<file path="src/rtl/busy_arb_pkg.sv">
// rtl/busy_arb_pkg.sv - state/error encodings and index helper for busy_gnt_arbiter
package busy_arb_pkg;

  typedef enum logic [1:0] {
    IDLE,
    ISSUE,
    WAIT_BUSY,
    WAIT_GNT
  } state_e;

  typedef enum logic [1:0] {
    ERR_NONE,
    ERR_EARLY_GNT,
    ERR_EXTRA_BUSY,
    ERR_TIMEOUT
  } err_e;

  function automatic int wrap_inc(input int value, input int modulus);
    return (value + 1 >= modulus) ? 0 : value + 1;
  endfunction

endpackage

</file>
<file path="src/rtl/rr_pick.sv">
// rtl/rr_pick.sv - combinational round-robin picker: first set req bit at or after ptr
module rr_pick
  import busy_arb_pkg::*;
#(
  parameter int NUM_CLI = 4,
  localparam int IDX_W = $clog2(NUM_CLI)
) (
  input  logic [NUM_CLI-1:0] req,
  input  logic [IDX_W-1:0]   ptr,
  output logic               valid,
  output logic [IDX_W-1:0]   idx
);

  always_comb begin : scan
    int c;
    valid = 1'b0;
    idx   = '0;
    c     = int'(ptr);
    for (int i = 0; i < NUM_CLI; i++) begin
      if (!valid && req[IDX_W'(c)]) begin
        valid = 1'b1;
        idx   = IDX_W'(c);
      end
      c = wrap_inc(c, NUM_CLI);
    end
  end

endmodule

</file>
<file path="src/rtl/busy_gnt_arbiter.sv">
// rtl/busy_gnt_arbiter.sv - round-robin owner of a shared req/busy/gnt resource,
// forwarding the grant after BUSY_COUNT busy strobes and flagging protocol errors
module busy_gnt_arbiter
  import busy_arb_pkg::*;
#(
  parameter int NUM_CLI    = 4,
  parameter int BUSY_COUNT = 3,
  parameter int TIMEOUT    = 64,
  localparam int IDX_W = $clog2(NUM_CLI)
) (
  input  logic               clk,
  input  logic               rst_n,
  input  logic [NUM_CLI-1:0] cli_req,
  output logic [NUM_CLI-1:0] cli_gnt,
  output logic [NUM_CLI-1:0] cli_err,
  output logic               res_req,
  input  logic               res_busy,
  input  logic               res_gnt,
  output logic [IDX_W-1:0]   owner,
  output logic               active,
  output logic [1:0]         err_code
);

  localparam int BCW = $clog2(BUSY_COUNT + 1);
  localparam int TCW = $clog2(TIMEOUT + 1);
  localparam logic [BCW-1:0] BUSY_LAST = BCW'(BUSY_COUNT - 1);
  localparam logic [TCW-1:0] TMO_LAST  = TCW'(TIMEOUT - 1);

  state_e             state_q, state_d;
  logic [IDX_W-1:0]   ptr_q, ptr_d;
  logic [BCW-1:0]     busy_cnt_q, busy_cnt_d;
  logic [TCW-1:0]     tmo_cnt_q, tmo_cnt_d;

  logic [NUM_CLI-1:0] gnt_d, err_d;
  logic               res_req_d, active_d;
  logic [IDX_W-1:0]   owner_d;
  logic [1:0]         err_code_d;
  err_e               fail;
  logic               finish;

  logic               pick_valid;
  logic [IDX_W-1:0]   pick_idx;

  rr_pick #(.NUM_CLI(NUM_CLI)) u_pick (
    .req   (cli_req),
    .ptr   (ptr_q),
    .valid (pick_valid),
    .idx   (pick_idx)
  );

  always_ff @(posedge clk or negedge rst_n) begin
    if (!rst_n) begin
      state_q    <= IDLE;
      ptr_q      <= '0;
      busy_cnt_q <= '0;
      tmo_cnt_q  <= '0;
      cli_gnt    <= '0;
      cli_err    <= '0;
      res_req    <= 1'b0;
      owner      <= '0;
      active     <= 1'b0;
      err_code   <= '0;
    end else begin
      state_q    <= state_d;
      ptr_q      <= ptr_d;
      busy_cnt_q <= busy_cnt_d;
      tmo_cnt_q  <= tmo_cnt_d;
      cli_gnt    <= gnt_d;
      cli_err    <= err_d;
      res_req    <= res_req_d;
      owner      <= owner_d;
      active     <= active_d;
      err_code   <= err_code_d;
    end
  end

  always_comb begin
    state_d    = state_q;
    ptr_d      = ptr_q;
    busy_cnt_d = busy_cnt_q;
    tmo_cnt_d  = tmo_cnt_q;
    gnt_d      = '0;
    err_d      = '0;
    res_req_d  = 1'b0;
    owner_d    = owner;
    active_d   = active;
    err_code_d = err_code;
    fail       = ERR_NONE;
    finish     = 1'b0;

    case (state_q)
      IDLE: begin
        if (pick_valid) begin
          state_d   = ISSUE;
          owner_d   = pick_idx;
          active_d  = 1'b1;
          res_req_d = 1'b1;
        end
      end
      ISSUE: begin
        state_d    = WAIT_BUSY;
        busy_cnt_d = '0;
        tmo_cnt_d  = '0;
      end
      WAIT_BUSY: begin
        tmo_cnt_d = tmo_cnt_q + TCW'(1);
        // A grant arriving with the final busy strobe is still early.
        if (res_gnt) begin
          fail = ERR_EARLY_GNT;
        end else if (tmo_cnt_q == TMO_LAST) begin
          fail = ERR_TIMEOUT;
        end else if (res_busy) begin
          busy_cnt_d = busy_cnt_q + BCW'(1);
          if (busy_cnt_q == BUSY_LAST) begin
            state_d = WAIT_GNT;
          end
        end
      end
      WAIT_GNT: begin
        tmo_cnt_d = tmo_cnt_q + TCW'(1);
        if (res_gnt) begin
          gnt_d[owner] = 1'b1;
          finish       = 1'b1;
        end else if (tmo_cnt_q == TMO_LAST) begin
          fail = ERR_TIMEOUT;
        end else if (res_busy) begin
          fail = ERR_EXTRA_BUSY;
        end
      end
      default: state_d = IDLE;
    endcase

    if (fail != ERR_NONE) begin
      err_d[owner] = 1'b1;
      err_code_d   = fail;
      finish       = 1'b1;
    end

    // Success and abort both hand the pointer to the client after the owner.
    if (finish) begin
      state_d  = IDLE;
      active_d = 1'b0;
      ptr_d    = IDX_W'(wrap_inc(int'(owner), NUM_CLI));
    end
  end

  logic [BCW-1:0] busy_seen;

  always_ff @(posedge clk or negedge rst_n) begin
    if (!rst_n) begin
      busy_seen <= '0;
    end else if (res_req) begin
      busy_seen <= '0;
    end else if (active && res_busy && busy_seen != BCW'(BUSY_COUNT)) begin
      busy_seen <= busy_seen + BCW'(1);
    end
  end

  a_pulse_onehot0: assert property (@(posedge clk) disable iff (!rst_n)
    $onehot0({cli_gnt, cli_err}));

  a_req_single: assert property (@(posedge clk) disable iff (!rst_n)
    res_req |=> !res_req);

  a_gnt_after_busy: assert property (@(posedge clk) disable iff (!rst_n)
    (|cli_gnt) |-> (busy_seen == BCW'(BUSY_COUNT)));

endmodule

</file>
<file path="config.mk">
export PLATFORM = sky130hd
export DESIGN_NAME = busy_gnt_arbiter
export DESIGN_NICKNAME = d
export VERILOG_FILES = /design/src/rtl/busy_arb_pkg.sv /design/src/rtl/rr_pick.sv /design/src/rtl/busy_gnt_arbiter.sv
export SDC_FILE = /design/constraint.sdc
export NUM_CORES = 1
export LEC_CHECK = 0
export BUFFER_PORTS_ARGS = -buffer_cell sky130_fd_sc_hd__buf_4
export CAP_MARGIN = 0
export CORE_MARGIN = 5
export CORE_UTILIZATION = 50
export CTS_BUF_LIST = sky130_fd_sc_hd__clkbuf_8
export CTS_CLUSTER_SIZE = 16
export DETAILED_ROUTE_END_ITERATION = 8
export PLACE_DENSITY = 0.7
export SLEW_MARGIN = 20
export SYNTH_ARGS = -nofsm -noshare
export SYNTH_HDL_FRONTEND = slang
export SYNTH_SLANG_ARGS = --single-unit
</file>
<file path="constraint.sdc">
create_clock -name clk -period 5.5 [get_ports clk]
set_clock_uncertainty 0.15 [all_clocks]
set_input_delay 0.275 -clock clk [delete_from_list [all_inputs] [get_ports clk]]
set_output_delay 0.275 -clock clk [all_outputs]
set_load 0.01 [all_outputs]
</file>
==> flow_summary_export.csv, run 1 <==
group,metric,value,unit
run_status,outcome,"finished, final reports clean",
critical_path,crit_end,"state_q[0]",
clock_tree,cts_buffers,3,
logic_synthesis,ys_seq_elements,27,
logic_synthesis,synth_area,1737,um2
detailed_routing,avgRoutedWirePerCell,14.65,um
clock_tree,cts_setup_buffers,0,
critical_path,arrival,3.09,ns
cells_and_area,post-route-util,59.17,%
grt,busiest_layer,"met2",
logic_synthesis,ys_async_sr_fraction,100.0,%
sta,min_period_over_period,56.05,%
clock_tree,cts_tree,"built",
sta,max_slew_margin,53.37,%
sta,max_freq,324.4,MHz
worst_hold_path,hp-class,"in2reg",
logic_synthesis,synth_cell_type_count,53,
grt,grtUsageMet1,20.97,%
detailed_routing,final_antenna_net_count,0,
critical_path,path_max_fanout,11,
die,die_area,4752,um2
clock_tree,root_buffer,"clkbuf_8",
critical_path,worstReg2RegStart,"ptr_q[0]",
power,p_leak,0.9376,nW
logic_synthesis,synth_top_family_by_area,"compound AO/OA/AOI/OAI gates",
critical_path,rr_worst_depth,9,
grt,grt_use_total,16.15,%
logic_synthesis,yosys_warnings,0,
die,row_count,21,
cells_and_area,syn2layout_area_growth,13.69,%
placed_design,gpl.final_weighted_congestion,0.8873,
die,num_io_pins,22,
grt,grt_first_pass_wirelength,5830,um
cells_and_area,final_area,1974,um2
logic_synthesis,yosys.area_share.simple,16.93,%
sta,slew_violations,0,
sta,grt_setup_unrepaired,"no",
sta,setup_tns,0,ns
critical_path,required,5.51,ns
grt,grt_max_degree,28,
logic_synthesis,synth_edf_count,0,
power,total_power,1.086,mW
critical_path,rrSetupSlack,2.42,ns
cells_and_area,fin_nets,217,
die,core,3337,um2
logic_synthesis,synthAdderAreaFrac,10.52,%
cells_and_area,diodes,0,
critical_path,worstSetupStartpoint,"ptr_q[0]",
power,powerDensity,550.0,nW/um2
clock_tree,worst_setup_hold_path_clk_slew,0.10,ns
detailed_routing,drc_errors,0,
power,vdd_drop_max,319.9,uV
sta,period_minus_slack,3.083,ns
grt,antenna_found_initial,0,
cells_and_area,drive_above_1_share,19.59,%
detailed_routing,drt_iter0_drc,84,
die,start_util,52.04,%
sta,setup_viol,0,
cells_and_area,layout_common_cells,"dfrtp_1, buf_4, inv_1, ha_1, nor2_1",
clock_tree,worstSkewPairLatency,0.27,ns
grt,grt_pass1_vias,1292,
logic_synthesis,seq_area_frac_synth,38.90,%
logic_synthesis,synth-xor-area-share,1.513,%
critical_path,critical_path_class,"reg2reg",
clock_tree,cts.sinks,27,
cells_and_area,final_common_cell,"dfrtp_1",
die,die_y,68.94,um
grt,grt_overflow,0,
placed_design,io_buffers,21,
detailed_routing,wl,3516,um
detailed_routing,vias,1379,
grt,grt_use_met3,3.079,%
logic_synthesis,synth.area.mux_share,8.646,%
job,drv_cap,0,
cells_and_area,fillers,300,
detailed_routing,firstDrtPassIters,4,
clock_tree,cts_max_level,1,
placed_design,dp_hpwl,2750,um
sta,max_slew.worst_pin.slew,0.6995,ns
clock_tree,ctsLongestPathBuffers,2,
logic_synthesis,synth_flop_cell,"dfrtp_1",
logic_synthesis,synthCells,175,
grt,gr-usage-met2,27.98,%
detailed_routing,viasPerCell,5.746,
critical_path,rr_endpoint,"state_q[0]",
logic_synthesis,synth-compound-area-share,18.23,%
critical_path,cp-end-kind,"flip-flop",
critical_path,start_kind,"flip-flop",
logic_synthesis,synth_area_per_cell,9.924,um2
sta,hold_viol,0,
placed_design,dpl-instance-area,1914,um2
die,die_x,68.94,um
logic_synthesis,synth_fp_nets,197,
## kinds of logic (layout without fill, tap and decap cells)
family	Yosys count	after routing
flops	27	27
fa+ha+maj	14	14
mux	12	12
xor+xnor	3	3
compound gates	44	44
simple gates	54	54
buf+inv	21	40
## synth_stat cells, types with 3 or more instances
master,number,area [um2]
inv_1,13,48.80
ha_1,13,162.7
mux2i_1,6,60.06
nor2_1,12,45.04
clkbuf_1,3,11.26
dfrtp_1,27,675.7
and2_1,5,31.28
o21ai_0,10,50.05
o31ai_1,3,22.52
nand3_1,5,25.02
mux2_4,3,45.04
a21oi_1,7,35.03
nand2_1,9,33.78
buf_2,3,15.01
a211oi_1,3,22.52
and3_1,5,31.28
## cell type report
| cell class | count | area (um2) | share of cell area, % |
|---|---|---|---|
| Sequential cell | 27 | 675.6 | 34.22 |
| Inverter | 14 | 53.80 | 2.725 |
| Timing Repair Buffer | 22 | 167.7 | 8.492 |
| Multi-Input combinational cell | 127 | 969.7 | 49.11 |
| Clock inverter | 1 | 8.758 | 0.4436 |
| Tap cell | 46 | 57.56 | 2.915 |
| Clock buffer | 3 | 41.29 | 2.091 |
## per-stage QoR
stage	instances	setup slack, ns	hold WS (ns)
global placement	235	2.520	0.05219
detailed placement	235	2.440	0.05351
floorplan	175	2.631	-0.1706
CTS	240	2.424	0.06389
global route	240	2.272	0.06128
finish	240	2.417	0.06640
## flip-flops by register name (all words and copies together), names as in the netlist
register,flops
res_req,1
cli_gnt,4
owner,2
busy_cnt_q,2
state_q,2
cli_err,4
active,1
ptr_q,2
tmo_cnt_q,7
err_code,2
## critical path, cell delays in order (launching register included)
cell,delay [ns]
dfrtp_1,0.52
ha_1,0.28
or2_2,0.29
inv_1,0.07
fa_1,0.44
or2_1,0.28
mux2_2,0.30
o2111ai_4,0.14
and4b_1,0.23
a311o_1,0.26
## power by group
| part | internal (mW) | switching, mW | leakage, nW |
|---|---|---|---|
| logic | 0.301 | 0.342 | 0.558 |
| clock network | 0.0531 | 0.0652 | 0.0261 |
| registers | 0.258 | 0.0676 | 0.353 |
| total | 0.611 | 0.475 | 0.938 |
## routing by layer
metal  vias up  routed length, um
met5         -                  0
met2        46               1741
met1       658               1554
li1        667                  -
met3         8                181
met4         0                 39
## worst min-delay path by stage
stage | startpoint | endpoint | slack [ns] | cells past startpoint
2_1_floorplan | rst_n | active | -0.17 | 0
3_3_place_gp | rst_n | cli_gnt[2] | 0.05 | 1
3_5_place_dp | rst_n | cli_gnt[2] | 0.05 | 1
4_1_cts | res_busy | err_code[0] | 0.06 | 2
5_1_grt | res_busy | err_code[0] | 0.06 | 2
6_report | res_busy | err_code[0] | 0.07 | 2
## repair_timing
action,CTS,global route
hold endpoints to repair,27,0
gates resized for setup,0,0
hold buffers,1,0
Note: power is estimated with default switching activity, not from simulation.
==> run 2: changes to the inputs <==
--- a/config.mk
+++ b/config.mk
@@ -5,6 +5,7 @@
 export SDC_FILE = /design/constraint.sdc
 export NUM_CORES = 1
 export LEC_CHECK = 0
+export ABC_AREA = 1
 export BUFFER_PORTS_ARGS = -buffer_cell sky130_fd_sc_hd__buf_4
 export CAP_MARGIN = 0
 export CORE_MARGIN = 5
@@ -12,7 +13,7 @@
 export CTS_BUF_LIST = sky130_fd_sc_hd__clkbuf_8
 export CTS_CLUSTER_SIZE = 16
 export DETAILED_ROUTE_END_ITERATION = 8
-export PLACE_DENSITY = 0.7
+export PLACE_DENSITY = 0.74
 export SLEW_MARGIN = 20
 export SYNTH_ARGS = -nofsm -noshare
 export SYNTH_HDL_FRONTEND = slang
==> constraint.sdc (replaced) <==
create_clock -name clk -period 2.55 [get_ports clk]
set_clock_uncertainty 0.15 [all_clocks]
set_input_delay 0.1275 -clock clk [delete_from_list [all_inputs] [get_ports clk]]
set_output_delay 0.1275 -clock clk [all_outputs]
set_load 0.01 [all_outputs]
==> flow_summary_export.csv, run 2 <==
group,metric,value,unit
cells_and_area,layout_common_cells,"nand2_1, dfrtp_1, inv_1",
grt,antenna_found_initial,0,
critical_path,path_max_fanout,8,
run_status,outcome,"finished, final reports clean",
grt,grt_pass1_vias,1299,
detailed_routing,vias,1308,
clock_tree,ctsLongestPathBuffers,2,
cells_and_area,reg_top3,"tmo_cnt_q x7, cli_err x4, cli_gnt x4",
critical_path,arrival,2.38,ns
critical_path,rrSetupSlack,0.19,ns
placed_design,gpl.final_weighted_congestion,0.8316,
sta,slew_violations,0,
detailed_routing,drc_errors,0,
die,die_x,66.99,um
logic_synthesis,ys_top_cells_by_count,"nand2_1, dfrtp_1, inv_1, nor2_1, ha_1",
critical_path,cpPeakStageDelay,0.49,ns
detailed_routing,drt-met1-wl,1372,um
detailed_routing,wl_met2,1295,um
sta,setup_viol,0,
logic_synthesis,synth_fp_nets,224,
cells_and_area,drive_above_1_share,23.25,%
detailed_routing,drt_iter0_drc,65,
clock_tree,worstSkewPairLatency,0.27,ns
sta,hold_viol,0,
cells_and_area,final_common_cell,"nand2_1",
cells_and_area,fin_nets,251,
critical_path,cp.depth,11,
logic_synthesis,synth_cell_type_count,25,
cells_and_area,largest_reg_flops,7,
clock_tree,cts.sinks,27,
sta,min_period_over_period,92.55,%
critical_path,crit_family,"simple AND/OR/NAND/NOR gates",
power,vdd_drop_max,581.6,uV
die,start_util,52.76,%
logic_synthesis,synth_flop_cell,"dfrtp_1",
power,p_leak,1.020,nW
detailed_routing,wl,2840,um
logic_synthesis,synth_edf_count,0,
cells_and_area,post-route-util,61.59,%
placed_design,dp_hpwl,2271,um
detailed_routing,dr_wl_met3,128,um
clock_tree,root_buffer,"clkbuf_8",
placed_design,io_buffers,21,
clock_tree,cts_setup_buffers,0,
critical_path,critical_path_class,"reg2reg",
critical_path,worst-path-buf-inv,0,
worst_hold_path,min_to,"busy_cnt_q[1]",
logic_synthesis,seq_area_frac_synth,41.60,%
logic_synthesis,synth.most_common_cell,"nand2_1",
critical_path,rr_endpoint,"state_q[0]",
cells_and_area,regMostFlops,"tmo_cnt_q",
sta,period_minus_slack,2.360,ns
logic_synthesis,ys_seq_elements,27,
detailed_routing,firstDrtPassIters,4,
critical_path,crit_path_frequent_cell,"nand2_1",
worst_hold_path,hp-class,"in2reg",
detailed_routing,top_layer,"met4",
logic_synthesis,synth_area_per_cell,8.040,um2
critical_path,cp-end-kind,"flip-flop",
sta,grt_setup_unrepaired,"no",
die,die_y,66.99,um
critical_path,worstPathCellList,"ha_1 > nor2_1 > fa_1 > nor2_1 > nand2_1 > nand2_2 > nand4_1 > nand2_1 > nand2_2 > nand4_1 > nand2_1",
power,powerDensity,1107,nW/um2
logic_synthesis,synth.top_cells.by_area,"dfrtp_1, nand2_1, ha_1",
logic_synthesis,synthCells,202,
clock_tree,worst_setup_hold_path_clk_slew,0.09,ns
critical_path,start_kind,"flip-flop",
sta,max_slew.worst_pin.slew,0.3633,ns
die,num_io_pins,22,
grt,grt_overflow,0,
detailed_routing,avgRoutedWirePerCell,10.44,um
job,drv_cap,0,
logic_synthesis,yosys_warnings,0,
critical_path,worstReg2RegStart,"ptr_q[0]",
critical_path,critPathSlowestCell,"fa_1",
cells_and_area,syn2layout_area_growth,16.72,%
worst_hold_path,holdCritStartpoint,"res_busy",
detailed_routing,viasPerCell,4.809,
die,core,3078,um2
sta,max_slew_margin,75.56,%
critical_path,required,2.57,ns
grt,grt_use_total,15.41,%
clock_tree,cts_buffers,3,
die,row_count,20,
sta,max_freq,423.7,MHz
cells_and_area,diodes,0,
critical_path,worstSetupStartpoint,"ptr_q[0]",
clock_tree,cts_max_level,1,
detailed_routing,final_antenna_net_count,0,
clock_tree,cts_tree,"built",
logic_synthesis,yosysTopAreaCell,"dfrtp_1",
grt,grt_first_pass_wirelength,5388,um
logic_synthesis,synth_area,1624,um2
critical_path,rr_worst_depth,11,
logic_synthesis,ys_async_sr_fraction,100.0,%
worst_hold_path,hold_path_depth,3,
grt,grt_max_degree,28,
die,die_area,4488,um2
sta,setup_tns,0,ns
logic_synthesis,synth_top_area_share,41.60,%
-- run 2: cell types whose count changed in the layout (fill, tap and decap cells not counted), moves of 4 or more --
| cell | previous run | this run |
|---|---|---|
| and2_1 | 5 | 0 |
| and3_1 | 5 | 1 |
| inv_1 | 13 | 25 |
| inv_2 | 0 | 5 |
| mux2i_1 | 6 | 0 |
| nand2_1 | 9 | 48 |
| nand2_2 | 0 | 9 |
| nand3_1 | 5 | 12 |
| nand3_2 | 0 | 4 |
| nor2_1 | 12 | 23 |
-- run 2: worst max-delay path by stage --
stage                      end  slack, ns
detailed placement  state_q[1]       0.19
global placement        active       0.28
floorplan               active       0.37
CTS                 state_q[1]       0.19
finish              state_q[0]       0.19
global route        state_q[0]       0.04
-- run 2: worst register-to-register path: stages, from the launching register on --
cell and delay, ns:
dfrtp_1 0.47, ha_1 0.23, nor2_1 0.20, fa_1 0.49
nor2_1 0.16, nand2_1 0.08, nand2_2 0.10, nand4_1 0.10
nand2_1 0.08, nand2_2 0.06, nand4_1 0.08, nand2_1 0.06
-- run 2: what timing repair did --
action,4_1_cts,5_1_grt
resized for setup,0,0
hold endpoints to repair,27,0
hold buffers,1,0
setup endpoints to repair,0,0
-- run 2: metal layers --
| layer | vias to the layer above | GRT usage (%) |
|---|---|---|
| met5 | - | 0 |
| met4 | 0 | 5.316 |
| met3 | 5 | 1.686 |
| met2 | 28 | 26.98 |
| met1 | 579 | 19.50 |
| li1 | 696 | - |
-- run 2: layout make-up --
class,count,area (um2)
timing repair buffer,22,167.7
tap,44,55.05
inverter,30,112.6
clock buffer,3,41.29
clock inverter,1,7.507
fill,297,1182
sequential,27,675.6
multi-input combinational,145,835.8
-- run 2: power breakdown --
group	leakage (nW)	total [mW]	switching (mW)	internal (mW)
clock	0.0217	0.243	0.132	0.111
combinational	0.644	1.21	0.752	0.454
sequential	0.355	0.648	0.102	0.546
-- run 2: through the flow --
stage	power (mW)	cell area (um2)	hold WS, ns	setup slack (ns)	instances
global placement	1.850	1837	-0.08859	0.2845	267
finish	2.098	1896	0.03651	0.1900	272
global route	2.347	1896	0.05820	0.04089	272
CTS	2.122	1896	0.03682	0.1866	272
detailed placement	1.873	1837	-0.08846	0.1940	267
floorplan	1.568	1624	-0.3181	0.3679	202
-- run 2: cells by family after synthesis --
group / count (synthesis) / synth area share [%]
AO/OA/AOI/OAI: 19 / 7.088
adder cells (fa/ha/maj): 14 / 11.25
buffers and inverters: 30 / 6.934
flip-flops: 27 / 41.60
AND/OR/NAND/NOR: 112 / 33.13
